<file path="config.mk">
export PLATFORM = sky130hd
export DESIGN_NAME = if_prefetch_buf
export DESIGN_NICKNAME = d
export VERILOG_FILES = /design/src/rtl/if_prefetch_buf.sv
export SDC_FILE = /design/constraint.sdc
export NUM_CORES = 1
export LEC_CHECK = 0
export CAP_MARGIN = 20
export CORE_ASPECT_RATIO = 0.6
export CORE_MARGIN = 5
export CORE_UTILIZATION = 39
export CTS_CLUSTER_DIAMETER = 100
export DETAILED_ROUTE_END_ITERATION = 10
export SYNTH_ARGS = -nofsm -noshare
export SYNTH_HDL_FRONTEND = slang
export SYNTH_SLANG_ARGS = --single-unit
</file>
<file path="constraint.sdc">
create_clock -name clk -period 6.1 [get_ports clk]
set_clock_uncertainty 0.05 [all_clocks]
set_input_delay 0.61 -clock clk [delete_from_list [all_inputs] [get_ports clk]]
set_output_delay 0.61 -clock clk [all_outputs]
set_load 0.01 [all_outputs]
</file>
<file path="src/rtl/if_prefetch_buf.sv">
// if_prefetch_buf
// Instruction prefetch unit feeding the IF/ID register. Issues sequential
// word-address fetches over a req/ack handshake (one outstanding at most),
// buffers returned {pc, insn} pairs in a DEPTH-entry FIFO and presents the
// head to decode over valid/ready. A taken branch flushes the buffer and
// redirects fetch.
//
// Optional build macro: IF_PREFETCH_BYPASS_EN
//   defined   : an ack arriving while the FIFO is empty is shown on
//               if_pc/if_insn in the same cycle; consumed directly if
//               if_ready=1, otherwise pushed as normal.
//   undefined : outputs are purely registered (ack -> if_valid next cycle).
//
// Ports
//   clk, reset          clock (rising edge), async active-low reset
//   cpu_en              allow new fetch requests
//   br_taken, br_addr   redirect from decode
//   imem_req/addr       fetch request, address stable while req=1
//   imem_ack/rd_data    fetch completion and returned instruction
//   if_valid/ready      head handshake to decode
//   if_pc, if_insn      head entry (hold last value when empty)
//   fifo_count          occupied entries
//
// state | meaning
// IDLE  | no request outstanding
// REQ   | request outstanding, data will be buffered
// DROP  | request outstanding but redirected; data will be discarded
module if_prefetch_buf #(
  parameter int                DEPTH    = 4,
  parameter int                ADDR_W   = 30,
  parameter int                INSN_W   = 32,
  parameter logic [ADDR_W-1:0] RESET_PC = '0
) (
  input  logic                       clk,
  input  logic                       reset,
  input  logic                       cpu_en,
  input  logic                       br_taken,
  input  logic [ADDR_W-1:0]          br_addr,
  output logic                       imem_req,
  output logic [ADDR_W-1:0]          imem_addr,
  input  logic                       imem_ack,
  input  logic [INSN_W-1:0]          imem_rd_data,
  output logic                       if_valid,
  input  logic                       if_ready,
  output logic [ADDR_W-1:0]          if_pc,
  output logic [INSN_W-1:0]          if_insn,
  output logic [$clog2(DEPTH+1)-1:0] fifo_count
);

  localparam int PW = $clog2(DEPTH);
  localparam int CW = $clog2(DEPTH+1);
  localparam logic [CW-1:0]     DEPTH_C = CW'(DEPTH);
  localparam logic [CW-1:0]     CNT_ONE = CW'(1);
  localparam logic [PW-1:0]     PTR_ONE = PW'(1);
  localparam logic [ADDR_W-1:0] PC_ONE  = ADDR_W'(1);
`ifdef IF_PREFETCH_BYPASS_EN
  localparam bit BYPASS = 1'b1;
`else
  localparam bit BYPASS = 1'b0;
`endif

  typedef enum logic [1:0] {IDLE, REQ, DROP} state_t;

  state_t            state;
  logic              req_q;
  logic [ADDR_W-1:0] fetch_pc;
  logic [ADDR_W-1:0] addr_q;
  logic [ADDR_W-1:0] out_pc;
  logic [INSN_W-1:0] out_insn;
  logic [ADDR_W-1:0] pc_mem   [DEPTH];
  logic [INSN_W-1:0] insn_mem [DEPTH];
  logic [PW-1:0]     rd_ptr;
  logic [PW-1:0]     wr_ptr;
  logic [CW-1:0]     count;
  logic [CW-1:0]     count_next;

  logic ack_ok;
  logic fifo_pop;
  logic bypass;
  logic bypass_take;
  logic push;

  assign ack_ok      = (state == REQ) && imem_ack && !br_taken;
  assign fifo_pop    = (count != '0) && if_ready && !br_taken;
  assign bypass      = BYPASS && (count == '0) && ack_ok;
  assign bypass_take = bypass && if_ready;
  assign push        = ack_ok && !bypass_take;

  always_comb begin
    count_next = count;
    if (push && !fifo_pop)      count_next = count + CNT_ONE;
    else if (!push && fifo_pop) count_next = count - CNT_ONE;
  end

  assign imem_req   = req_q;
  assign imem_addr  = addr_q;
  assign fifo_count = count;
  assign if_valid   = (count != '0) || bypass;
  assign if_pc      = bypass ? addr_q : out_pc;
  assign if_insn    = bypass ? imem_rd_data : out_insn;

  // Fetch FSM and fetch pointer.
  always_ff @(posedge clk or negedge reset) begin
    if (!reset) begin
      state    <= IDLE;
      req_q    <= 1'b0;
      addr_q   <= RESET_PC;
      fetch_pc <= RESET_PC;
    end else begin
      case (state)
        IDLE: begin
          if (cpu_en && (count < DEPTH_C) && !br_taken) begin
            state  <= REQ;
            req_q  <= 1'b1;
            addr_q <= fetch_pc;
          end
        end
        REQ: begin
          if (imem_ack) begin
            if (br_taken) begin
              state <= IDLE;
              req_q <= 1'b0;
            end else begin
              fetch_pc <= fetch_pc + PC_ONE;
              // Back-to-back only if the new request still has a slot
              // after this cycle's push/pop settle.
              if (cpu_en && (count_next < DEPTH_C)) begin
                addr_q <= fetch_pc + PC_ONE;
              end else begin
                state <= IDLE;
                req_q <= 1'b0;
              end
            end
          end else if (br_taken) begin
            state <= DROP;
          end
        end
        DROP: begin
          if (imem_ack) begin
            state <= IDLE;
            req_q <= 1'b0;
          end
        end
        default: begin
          state <= IDLE;
          req_q <= 1'b0;
        end
      endcase
      if (br_taken) fetch_pc <= br_addr;
    end
  end

  // FIFO pointers, occupancy and head-output registers. The head is kept
  // in its own register so it holds its last value once the FIFO drains.
  always_ff @(posedge clk or negedge reset) begin
    if (!reset) begin
      rd_ptr   <= '0;
      wr_ptr   <= '0;
      count    <= '0;
      out_pc   <= '0;
      out_insn <= '0;
    end else if (br_taken) begin
      rd_ptr <= '0;
      wr_ptr <= '0;
      count  <= '0;
    end else begin
      if (push)     wr_ptr <= wr_ptr + PTR_ONE;
      if (fifo_pop) rd_ptr <= rd_ptr + PTR_ONE;
      count <= count_next;
      if (ack_ok && ((count == '0) || (fifo_pop && (count == CNT_ONE)))) begin
        out_pc   <= addr_q;
        out_insn <= imem_rd_data;
      end else if (fifo_pop && (count > CNT_ONE)) begin
        out_pc   <= pc_mem[rd_ptr + PTR_ONE];
        out_insn <= insn_mem[rd_ptr + PTR_ONE];
      end
    end
  end

  always_ff @(posedge clk) begin
    if (push && !br_taken) begin
      pc_mem[wr_ptr]   <= addr_q;
      insn_mem[wr_ptr] <= imem_rd_data;
    end
  end

endmodule

</file>
==> results.py <==
metrics = {
    "yosys": {
        "synth_fp_nets": 1200,
        "ys_ff_latch": 380,
        "ys_seq_area_frac": 0.683,
        "async_flop_share": 0.347,
        "synth-main-ff-cell": "edfxtp_1",
        "yosysTopAreaCell": "edfxtp_1",
        "yosys_warnings": 0,
        "ys_types": 47,
        "synth-edff-count": 248,
        "syn_area_um2": 15700,
        "avgSynthCellArea_um2": 14.0,
        "synth.top_cell.area_share": 0.473,
        "syn_inst": 1123,
        "synth_area_leaders": "edfxtp_1, dfrtp_1, mux4_2",
    },
    "layout": {
        "drive_gt1_frac": 0.112,
        "layout_commonest_cell": "edfxtp_1",
        "most-common-layout-cells": "edfxtp_1, clkdlybuf4s50_1, nand2_1",
        "areaGrowthSynthToFinish_pct": 21.1,
        "diodes": 0,
        "utilization": 0.475,
        "final_nets": 1341,
        "nFillCells": 3505,
    },
    "min_path": {
        "hold_start": "if_pc[0]",
        "hold_class": "reg2reg",
    },
    "setup_path": {
        "crit_path_start": "fifo_count[1]",
        "worst_setup_path_end_kind": "register",
        "crit_type": "reg2reg",
        "reg2reg_slack_ns": 3.02,
        "timing.rr.start": "fifo_count[1]",
        "cp-start-kind": "register",
        "cp_max_fo": 38,
        "crit_arrival_ns": 3.45,
        "required_ns": 6.47,
    },
    "clock_network": {
        "htreeDepth": 2,
        "cts_made_buffers": 37,
        "cts_tree": "done",
        "clk_path_buf_depth": 3,
        "clock_latency_ns": 0.53,
        "clock_sinks": 380,
        "clk_pin_slew_ns": 0.07,
        "cts_root_buf": "clkbuf_16",
    },
    "global_routing": {
        "grt_overflow": 0,
        "grt_usage": 0.175,
        "grt_pass1_vias": 9949,
        "grt_pass1_wl_mm": 61.4,
        "grt_max_degree": 71,
        "antenna_found_initial": 0,
    },
    "placement": {
        "place.gp.congestion": 0.873,
        "port_buffers": 164,
        "dp_hpwl_mm": 24.4,
    },
    "floorplanning": {
        "num_rows": 57,
        "core_um2": 40200,
        "fp.dieArea_um2": 44600,
        "die_w_um": 269,
        "io_pins": 165,
        "die_h_um": 166,
        "start_util": 0.392,
    },
    "route": {
        "avgViaCountPerCell": 5.32,
        "ant_nets": 0,
        "wl_per_cell_um": 21.7,
        "drt_iter0_drc": 724,
        "route.detailed.drc": 0,
        "first_pass_iters": 5,
        "num_vias": 9694,
        "totalWireLength_mm": 39.5,
    },
    "power_and_ir_drop": {
        "vdd_drop_max_v": 0.000257,
        "p_per_area_nw_per_um2": 426,
        "p_leak_nw": 6.51,
    },
    "timing": {
        "setup_violations": 0,
        "worst_pin_slew_ns": 1.06,
        "fin_crit_ns": 3.08,
        "fin_tns_setup_ns": 0,
        "period_share": 0.505,
        "rsz0062_at_grt": "no",
        "relSlewSlack": 0.293,
        "hold_viol": 0,
        "fmax_ghz": 0.324,
        "drv_slew": 0,
    },
    "status": {
        "outcome": "completed",
    },
    "run": {
        "maxCapViolations": 0,
    },
}
-- per-stage QoR --
step | cell area (um^2) | setup WS [ns] | instances | total power, mW | hold slack [ns]
after detailed placement | 17900 | 2.66 | 1755 | 5.90 | 0.470
after floorplan | 15700 | 2.96 | 1123 | 4.69 | 0.264
after global placement | 17900 | 2.73 | 1755 | 5.85 | 0.451
after global routing | 19100 | 2.78 | 1822 | 8.54 | 0.514
final | 19100 | 3.02 | 1822 | 8.12 | 0.474
after CTS | 19100 | 3.03 | 1822 | 8.22 | 0.474
-- final timing paths --
kind | endpoint | cells after the start
worst max-delay path | imem_addr[29] | 8
worst min-delay path | if_pc[0] | 2
worst max register to register | imem_addr[29] | 8
worst min register to register | if_pc[0] | 2
max in group asynchronous | rd_ptr[0] | 3
min in group asynchronous | if_pc[22] | 2
-- cells in the mapped netlist (2+ instances only) --
| library cell | number |
|---|---|
| nand3_1 | 25 |
| and2_1 | 6 |
| buf_4 | 2 |
| or3_1 | 3 |
| edfxtp_1 | 248 |
| buf_2 | 26 |
| o21ai_0 | 33 |
| nand2_1 | 153 |
| nor2_1 | 110 |
| and4_1 | 4 |
| a21oi_2 | 2 |
| nand2b_1 | 4 |
| a21oi_1 | 33 |
| dfrtp_1 | 132 |
| nand4_1 | 11 |
| clkbuf_1 | 44 |
| nor4_2 | 2 |
| nor4_1 | 10 |
| mux4_2 | 62 |
| ha_1 | 9 |
| a31oi_1 | 49 |
| and3_1 | 7 |
| nor2b_1 | 6 |
| or4_4 | 2 |
| nand3b_1 | 3 |
| xnor2_1 | 36 |
| nor4b_1 | 2 |
| o22ai_1 | 16 |
| xor2_1 | 28 |
| nor3_1 | 27 |
| inv_1 | 12 |
-- timing repair --
item | in CTS | in global routing
buffers inserted | 0 | 0
gates resized for setup | 0 | 0
endpoints found under the hold margin | 40 | 0
hold buffers | 1 | 0
-- layout make-up --
cell class / instances / area, um^2 / area share
Clock buffer: 57 / 1070 / 0.0563
Clock inverter: 9 / 125 / 0.00656
Inverter: 12 / 45.0 / 0.00236
Multi-Input combinational cell: 658 / 4670 / 0.245
Sequential cell: 380 / 10800 / 0.564
Tap cell: 531 / 664 / 0.0349
Timing Repair Buffer: 175 / 1720 / 0.0904
-- sequential cells by signal, indices dropped and copies added (netlist names) --
| name | cells |
|---|---|
| insn_mem | 128 |
| pc_mem | 120 |
| if_insn | 32 |
| fetch_pc | 30 |
| if_pc | 30 |
| imem_addr | 30 |
| fifo_count | 3 |
| rd_ptr | 2 |
| state | 2 |
| wr_ptr | 2 |
| imem_req | 1 |
-- critical path, stage by stage (launching register included) --
cell      delay, ns
dfrtp_1        0.51
inv_1          0.13
ha_1           0.26
nand2b_1       0.23
a211oi_1       0.16
o32ai_4        0.73
buf_4          0.47
inv_1          0.08
a221o_1        0.34
-- layer usage --
layer,track usage,vias up,wire length (um)
li1,-,4420,-
met1,0.261,4982,18800
met2,0.264,252,17600
met3,0.0432,40,2540
met4,0.0367,0,616
met5,0,-,0
-- logic make-up after synthesis --
logic type | Yosys count | share of synthesized area
fa+ha+maj | 9 | 0.00715
mux | 64 | 0.0900
flops | 380 | 0.683
compound gates | 140 | 0.0522
simple gates | 381 | 0.109
buf+inv | 85 | 0.0228
xor+xnor | 64 | 0.0356
-- report_power, final --
part,switching [mW],internal (mW)
sequential,0.601,3.25
clock,0.961,1.34
combinational,0.872,1.09
Note: power is estimated with default switching activity, not from simulation.
